### src/rtl/pc_seq_pkg.sv
// Package: pc_seq_pkg
// Shared types and helpers for the program-counter sequencer.
//   fault_t   : latched fault code reported by pc_sequencer.
//   clog2p1() : width needed to hold a count from 0 to depth inclusive.
package pc_seq_pkg;

   typedef enum logic [1:0] {
      FAULT_NONE     = 2'b00,
      FAULT_RAS_OVF  = 2'b01,
      FAULT_RAS_UNF  = 2'b10,
      FAULT_BR_RANGE = 2'b11
   } fault_t;

   // Width of a counter that must represent 0..depth (a stack level, not an index).
   function automatic int clog2p1(input int depth);
      return $clog2(depth + 1);
   endfunction

endpackage

### src/rtl/pc_sequencer_ras_stack.sv
// Module: ras_stack
// Return-address LIFO used by pc_sequencer for call/return.
// Ports:
//   CLK    in   clock, all updates on posedge
//   init   in   synchronous clear (level to zero, entries zeroed)
//   push   in   write din on top of the stack (ignored when full)
//   pop    in   discard the top entry (ignored when empty)
//   din    in   W-bit value to push
//   top    out  current top entry (zero when empty)
//   level  out  number of valid entries, 0..DEPTH
//   full   out  level == DEPTH
//   empty  out  level == 0
// The parent never raises push and pop in the same cycle; push is given
// precedence here only so the behaviour is defined.
module ras_stack
   import pc_seq_pkg::*;
#(
   parameter int DEPTH = 4,
   parameter int W     = 10,
   parameter int LVL_W = 3
) (
   input  logic             CLK,
   input  logic             init,
   input  logic             push,
   input  logic             pop,
   input  logic [W-1:0]     din,
   output logic [W-1:0]     top,
   output logic [LVL_W-1:0] level,
   output logic             full,
   output logic             empty
);

   logic [W-1:0]     mem_r [DEPTH];
   logic [LVL_W-1:0] level_r;
   logic [W-1:0]     top_s;

   assign full  = (level_r == LVL_W'(DEPTH));
   assign empty = (level_r == {LVL_W{1'b0}});
   assign level = level_r;
   assign top   = top_s;

   // Entry storage and level counter; the slot written on push is the one at index level.
   always_ff @(posedge CLK) begin
      if (init) begin
         level_r <= {LVL_W{1'b0}};
         for (int i = 0; i < DEPTH; i++) begin
            mem_r[i] <= {W{1'b0}};
         end
      end else if (push && !full) begin
         for (int i = 0; i < DEPTH; i++) begin
            if (LVL_W'(i) == level_r) begin
               mem_r[i] <= din;
            end else begin
               mem_r[i] <= mem_r[i];
            end
         end
         level_r <= level_r + LVL_W'(1);
      end else if (pop && !empty) begin
         level_r <= level_r - LVL_W'(1);
      end else begin
         level_r <= level_r;
      end
   end

   // Top-of-stack read mux: entry at index level-1, zero when empty.
   always_comb begin
      top_s = {W{1'b0}};
      for (int i = 0; i < DEPTH; i++) begin
         top_s = (LVL_W'(i + 1) == level_r) ? mem_r[i] : top_s;
      end
   end

endmodule

### src/rtl/pc_sequencer.sv
// Module: pc_sequencer
// Program-counter sequencer: sequential fetch, signed relative branches,
// absolute jumps, call/return via a return-address stack, stall, and a
// sticky halt with a latched fault code.
// Ports:
//   CLK        in   clock, all state updates on posedge
//   init       in   synchronous active-high reset, overrides everything
//   stall      in   hold PC and stack this cycle
//   branch_en  in   relative branch request, taken when EQUAL is also high
//   EQUAL      in   branch condition
//   br_offset  in   signed OFF_W-bit offset added to the current PC
//   jump_en    in   absolute jump to target
//   call_en    in   push PC+1 then jump to target
//   ret_en     in   pop the return-address stack into PC
//   target     in   destination for jump_en / call_en
//   PC         out  current fetch address
//   halt       out  sticky halt, cleared only by init
//   fault      out  fault code latched together with halt
//   ras_level  out  number of return addresses held
module pc_sequencer
   import pc_seq_pkg::*;
#(
   parameter int PC_W      = 10,
   parameter int OFF_W     = 8,
   parameter int RAS_DEPTH = 4,
   parameter int RESET_PC  = 0,
   parameter int HALT_PC   = 63
) (
   input  logic                             CLK,
   input  logic                             init,
   input  logic                             stall,
   input  logic                             branch_en,
   input  logic                             EQUAL,
   input  logic [OFF_W-1:0]                 br_offset,
   input  logic                             jump_en,
   input  logic                             call_en,
   input  logic                             ret_en,
   input  logic [PC_W-1:0]                  target,
   output logic [PC_W-1:0]                  PC,
   output logic                             halt,
   output fault_t                           fault,
   output logic [clog2p1(RAS_DEPTH)-1:0]    ras_level
);

   localparam int LVL_W = clog2p1(RAS_DEPTH);
   // Two guard bits: one for the sign, one so that a sum above 2**PC_W-1
   // is still seen as positive and can be flagged instead of wrapping.
   localparam int SW    = PC_W + 2;

   logic [PC_W-1:0] pc_r;
   logic            halt_r;
   fault_t          fault_r;

   logic [PC_W-1:0] pc_nxt_s;
   logic            halt_nxt_s;
   fault_t          fault_nxt_s;
   logic            push_s;
   logic            pop_s;

   logic [PC_W-1:0] ret_addr_s;
   logic [PC_W-1:0] ras_top_s;
   logic            ras_full_s;
   logic            ras_empty_s;

   logic [SW-1:0]   pc_ext_s;
   logic [SW-1:0]   off_ext_s;
   logic [SW-1:0]   sum_s;
   logic            br_bad_s;

   assign ret_addr_s = pc_r + PC_W'(1);

   assign pc_ext_s  = {2'b00, pc_r};
   assign off_ext_s = {{(SW - OFF_W){br_offset[OFF_W-1]}}, br_offset};
   assign sum_s     = pc_ext_s + off_ext_s;
   // Negative (sign bit) or beyond the PC range (bit PC_W set while positive).
   assign br_bad_s  = sum_s[SW-1] | sum_s[PC_W];

   ras_stack #(
      .DEPTH (RAS_DEPTH),
      .W     (PC_W),
      .LVL_W (LVL_W)
   ) u_ras (
      .CLK   (CLK),
      .init  (init),
      .push  (push_s),
      .pop   (pop_s),
      .din   (ret_addr_s),
      .top   (ras_top_s),
      .level (ras_level),
      .full  (ras_full_s),
      .empty (ras_empty_s)
   );

   // Next-PC priority mux with fault detection; the stack is only touched on a non-faulting cycle.
   always_comb begin
      pc_nxt_s    = pc_r;
      halt_nxt_s  = halt_r;
      fault_nxt_s = fault_r;
      push_s      = 1'b0;
      pop_s       = 1'b0;
      if (halt_r) begin
         pc_nxt_s = pc_r;
      end else if (pc_r > PC_W'(HALT_PC)) begin
         halt_nxt_s = 1'b1;
      end else if (stall) begin
         pc_nxt_s = pc_r;
      end else if (ret_en) begin
         if (ras_empty_s) begin
            halt_nxt_s  = 1'b1;
            fault_nxt_s = FAULT_RAS_UNF;
         end else begin
            pc_nxt_s = ras_top_s;
            pop_s    = 1'b1;
         end
      end else if (call_en) begin
         if (ras_full_s) begin
            halt_nxt_s  = 1'b1;
            fault_nxt_s = FAULT_RAS_OVF;
         end else begin
            pc_nxt_s = target;
            push_s   = 1'b1;
         end
      end else if (jump_en) begin
         pc_nxt_s = target;
      end else if (branch_en && EQUAL) begin
         if (br_bad_s) begin
            halt_nxt_s  = 1'b1;
            fault_nxt_s = FAULT_BR_RANGE;
         end else begin
            pc_nxt_s = sum_s[PC_W-1:0];
         end
      end else begin
         pc_nxt_s = ret_addr_s;
      end
   end

   // PC, halt and fault registers with synchronous init.
   always_ff @(posedge CLK) begin
      if (init) begin
         pc_r    <= PC_W'(RESET_PC);
         halt_r  <= 1'b0;
         fault_r <= FAULT_NONE;
      end else begin
         pc_r    <= pc_nxt_s;
         halt_r  <= halt_nxt_s;
         fault_r <= fault_nxt_s;
      end
   end

   assign PC    = pc_r;
   assign halt  = halt_r;
   assign fault = fault_r;

endmodule
### config.mk
export PLATFORM = sky130hd
export DESIGN_NAME = pc_sequencer
export DESIGN_NICKNAME = d
export VERILOG_FILES = /design/src/rtl/pc_seq_pkg.sv /design/src/rtl/pc_sequencer_ras_stack.sv /design/src/rtl/pc_sequencer.sv
export SDC_FILE = /design/constraint.sdc
export NUM_CORES = 1
export LEC_CHECK = 0
export CORE_UTILIZATION = 55
export CTS_BUF_LIST = sky130_fd_sc_hd__clkbuf_4
export CTS_CLUSTER_DIAMETER = 60
export DETAILED_ROUTE_END_ITERATION = 7
export PLACE_DENSITY = 0.83
export SLEW_MARGIN = 5
export SYNTH_ARGS = -nofsm -noshare
export SYNTH_HDL_FRONTEND = slang
export SYNTH_HIERARCHICAL = 1
export SYNTH_SLANG_ARGS = --single-unit
### constraint.sdc
create_clock -name CLK -period 3.64 [get_ports CLK]
set_clock_uncertainty 0.15 [all_clocks]
set_input_delay 0.364 -clock CLK [delete_from_list [all_inputs] [get_ports CLK]]
set_output_delay 0.364 -clock CLK [all_outputs]
set_load 0.005 [all_outputs]
==> results.md <==
* Status: completed
* Ys Warns at 6
* Mapped Cells at between 300 and 400
* RSZ-0062 raised after global routing: false
* Vias in the first global route at 3061
* Syn Std Cell Area at 3620 µm²
* Critical Path Fanout Max at 20
* Layout cells sized above 1 at roughly 7.6%
* Post-synthesis sequential area ratio at 42.0%
* Worst VDD drop at 0.000270 V
* Worst hold slack at between 0.4 and 0.5 ns
* Dpl ws at 0.320 ns
* Cts repair resizes at 0
* Final Power at ~1.4 mW
* Hold Path Depth at 2
* Full die area at ~6900 µm²
* Layout overhead on the synthesized area at 14.8%
* Number of synthesized flops with an enable pin at 40
* Final period utilization at between 80% and 90%
* Pwr dens at approximately 340 nW/µm²
* Worst min-delay path startpoint: fault[0]
* Slew @ Worst Pin at roughly 0.85 ns
* # nets final at about 470
* Worst Slack Setup Final at around 0.6 ns
* # rows at 29
* Primary FF master, synth: edfxtp_1
* Critical Path AT at approximately 3.1 ns
* Clk network pwr share at 21.8%
* Mean Syn Cell Area at around 9.5 µm²
* ANT nets after route at 0
* Port Buffer Count at slightly above 40
* Comb pwr share at 24.9%
* Reg2Reg Setup Slack at 0.61 ns
* Clock-pin slew on the worst setup and hold paths at ~0.18 ns
* Hold endpoint: fault[0]
* Top cells by count, synth: edfxtp_1, o21ai_0, a21oi_1
* Crit-path cells: or4_4, or3_1, nor3b_1, buf_4, nand2_1, nor2_1, buf_4, and2_1
* Remaining Overflow, GRT at 0
* Minimum clock period at 3.03 ns
* Cell mode on critical path: buf_4
* Setup CP Type: flop to flop
* Detailed-route wire length per cell at around 18 µm
* Crit path largest cell delay at 0.55 ns
* RR Startpoint: PC[7]
* Post-DP HPWL at between 6 and 7 mm
* WL final at 8.81 mm
* I/O pin cnt at between 40 and 50
* Final setup TNS at 0 ns
* Fin. max-slew vios at 0
* Yosys top cell by area: edfxtp_1
* Die Y at 83.1 µm
* Synthesis-stage register bit count at 56
* Final Hold Fails at 0
* P_sw at between 400 and 500 µW
* Placer Congestion at around 0.93
* DRC viols at 0
* Critical Path Source Type: flop
* Drt pass-1 iters at 5
* Die Span X at 83.1 µm
* DR iter-0 viols at approximately 290
* Ant diodes at 0
* Post-route cell area at 4160 µm²
* Synth area leaders: edfxtp_1, dfxtp_1, ha_1
* Maxcap violations at 0
* Antenna violations before repair at 0
* Post-CTS Setup Inserts at 0
* DR vias/cell at between 6 and 7
* Count leader, synth: edfxtp_1
* Placed Area at roughly 4000 µm²
* Seq pwr share at 53.4%
* Root Driver: clkbuf_4
* Largest net degree at the start of global routing at 25
* Syn nets at between 400 and 500
* Via count at around 3.2k
* TritonCTS buffer count at 5
* Switch share at between 30% and 40%
* Nature of the critical path endpoint: flop
* First-pass GRT wire length at between 10 and 15 mm
* Count of final setup violators at 0
* Unique masters post-synth at 63
* Core area at around 6300 µm²
* CTS sink cnt at 56
* Total GRT Usage at between 20% and 30%
* FF-to-FF path depth at 8
* Synth async-reset ratio at 0%
* Internal power at roughly 960 µW
* Critical Path RT at 3.73 ns
* Initial Util at a little under three fifths
* Rel. slew slack at 42.8%
* CTS tree: built
* Clock buffer depth at 2
* Worst hold path type: flop to flop
* Fmax achieved at approximately 330 MHz
* Worst Setup SP: PC[7]
* Worst skew pair latency at about 0.39 ns
* Area share of the largest cell type after synthesis at between 30% and 40%
* CTS H-Tree Depth at 2
* Slowest CP cell: or4_4
* Lkg Pwr at approximately 1.6 nW
* CTS Hold Bufs at 0
* FF-to-FF End: u_ras/mem_r[2][9]
-- worst max-delay path by stage --
stage                                   end  slack [ns]
after global placement                PC[0]        0.40
after global routing                  PC[0]        0.34
final                     u_ras/mem_r[2][9]        0.61
after floorplan           u_ras/mem_r[3][0]        0.79
after detailed placement              PC[6]        0.32
after CTS                             PC[0]        0.65
-- cells in the final DEF, fill, tap and decap left out, types with 6 or more instances in the layout --
cell             Yosys  final
buf_4                1     11
nor3_1              14     14
o21ai_0             39     39
dfxtp_1             16     16
edfxtp_1            40     40
nand2_1             27     27
or3_1                6      6
a211oi_1             8      8
a21o_1               8      8
nor2_1              26     26
xor2_1               7      7
inv_1               12     12
a22oi_1             11     11
and2_1              11     11
and3_1              12     12
ha_1                18     18
a21oi_1             28     28
clkdlybuf4s50_1      0     41
-- layer usage --
layer  up-vias  track usage (%)  part of all wire, %  wire (µm)
met1      1505             36.9                   44       3880
met5         -                0                    0          0
li1       1519                -                    -          -
met4         0             6.74                  1.3        114
met3        15             3.98                  7.8        690
met2       152             40.8                   47       4130
-- per-stage QoR --
step                      util (%)  instances
final                         65.5        498
after global routing          65.5        498
after CTS                     65.5        498
after detailed placement      64.4        490
after global placement        64.4        490
after floorplan                  -        383
-- worst max-delay path, delay by kind of cell (launching register included) --
kind | cells | cell delay, ns
DFF | 1 | 0.43
and+or+nand+nor | 6 | 1.86
buffers and inverters | 2 | 0.45
-- sequential cells by signal, summed over array words and instances, names as in the netlist --
| register | flops |
|---|---|
| PC | 10 |
| fault | 2 |
| u_ras/mem_r | 40 |
| halt | 1 |
| u_ras/level | 3 |
-- area by class of cell --
cell class / count / area [µm²]
flip-flops and latches: 56 / 1520
inverters: 12 / 45.0
multi-input cells: 293 / 1930
fillers: 520 / 2190
clock buffers: 5 / 37.5
repair buffers: 52 / 493
well taps: 77 / 96.3
clock inverters: 3 / 28.8
-- power by group through the flow --
stage	combinational, mW	clock [mW]	sequential [mW]
4_1_cts	0.343	0.311	0.748
6_report	0.348	0.305	0.748
2_1_floorplan	0.227	0	0.756
3_3_place_gp	0.331	0	0.761
3_5_place_dp	0.341	0	0.763
5_1_grt	0.381	0.331	0.754
-- kinds of logic after synthesis --
kind of cell             count (synthesis)  synth area share, %
flip-flops                              56                 42.0
AND/OR/NAND/NOR                        124                 18.3
adder cells (fa/ha/maj)                 19                 6.77
multiplexers                             3                0.864
buffers and inverters                   34                 4.56
XOR/XNOR                                12                 2.90
AO/OA/AOI/OAI                          135                 24.5
Note: power is estimated with default switching activity, not from simulation.
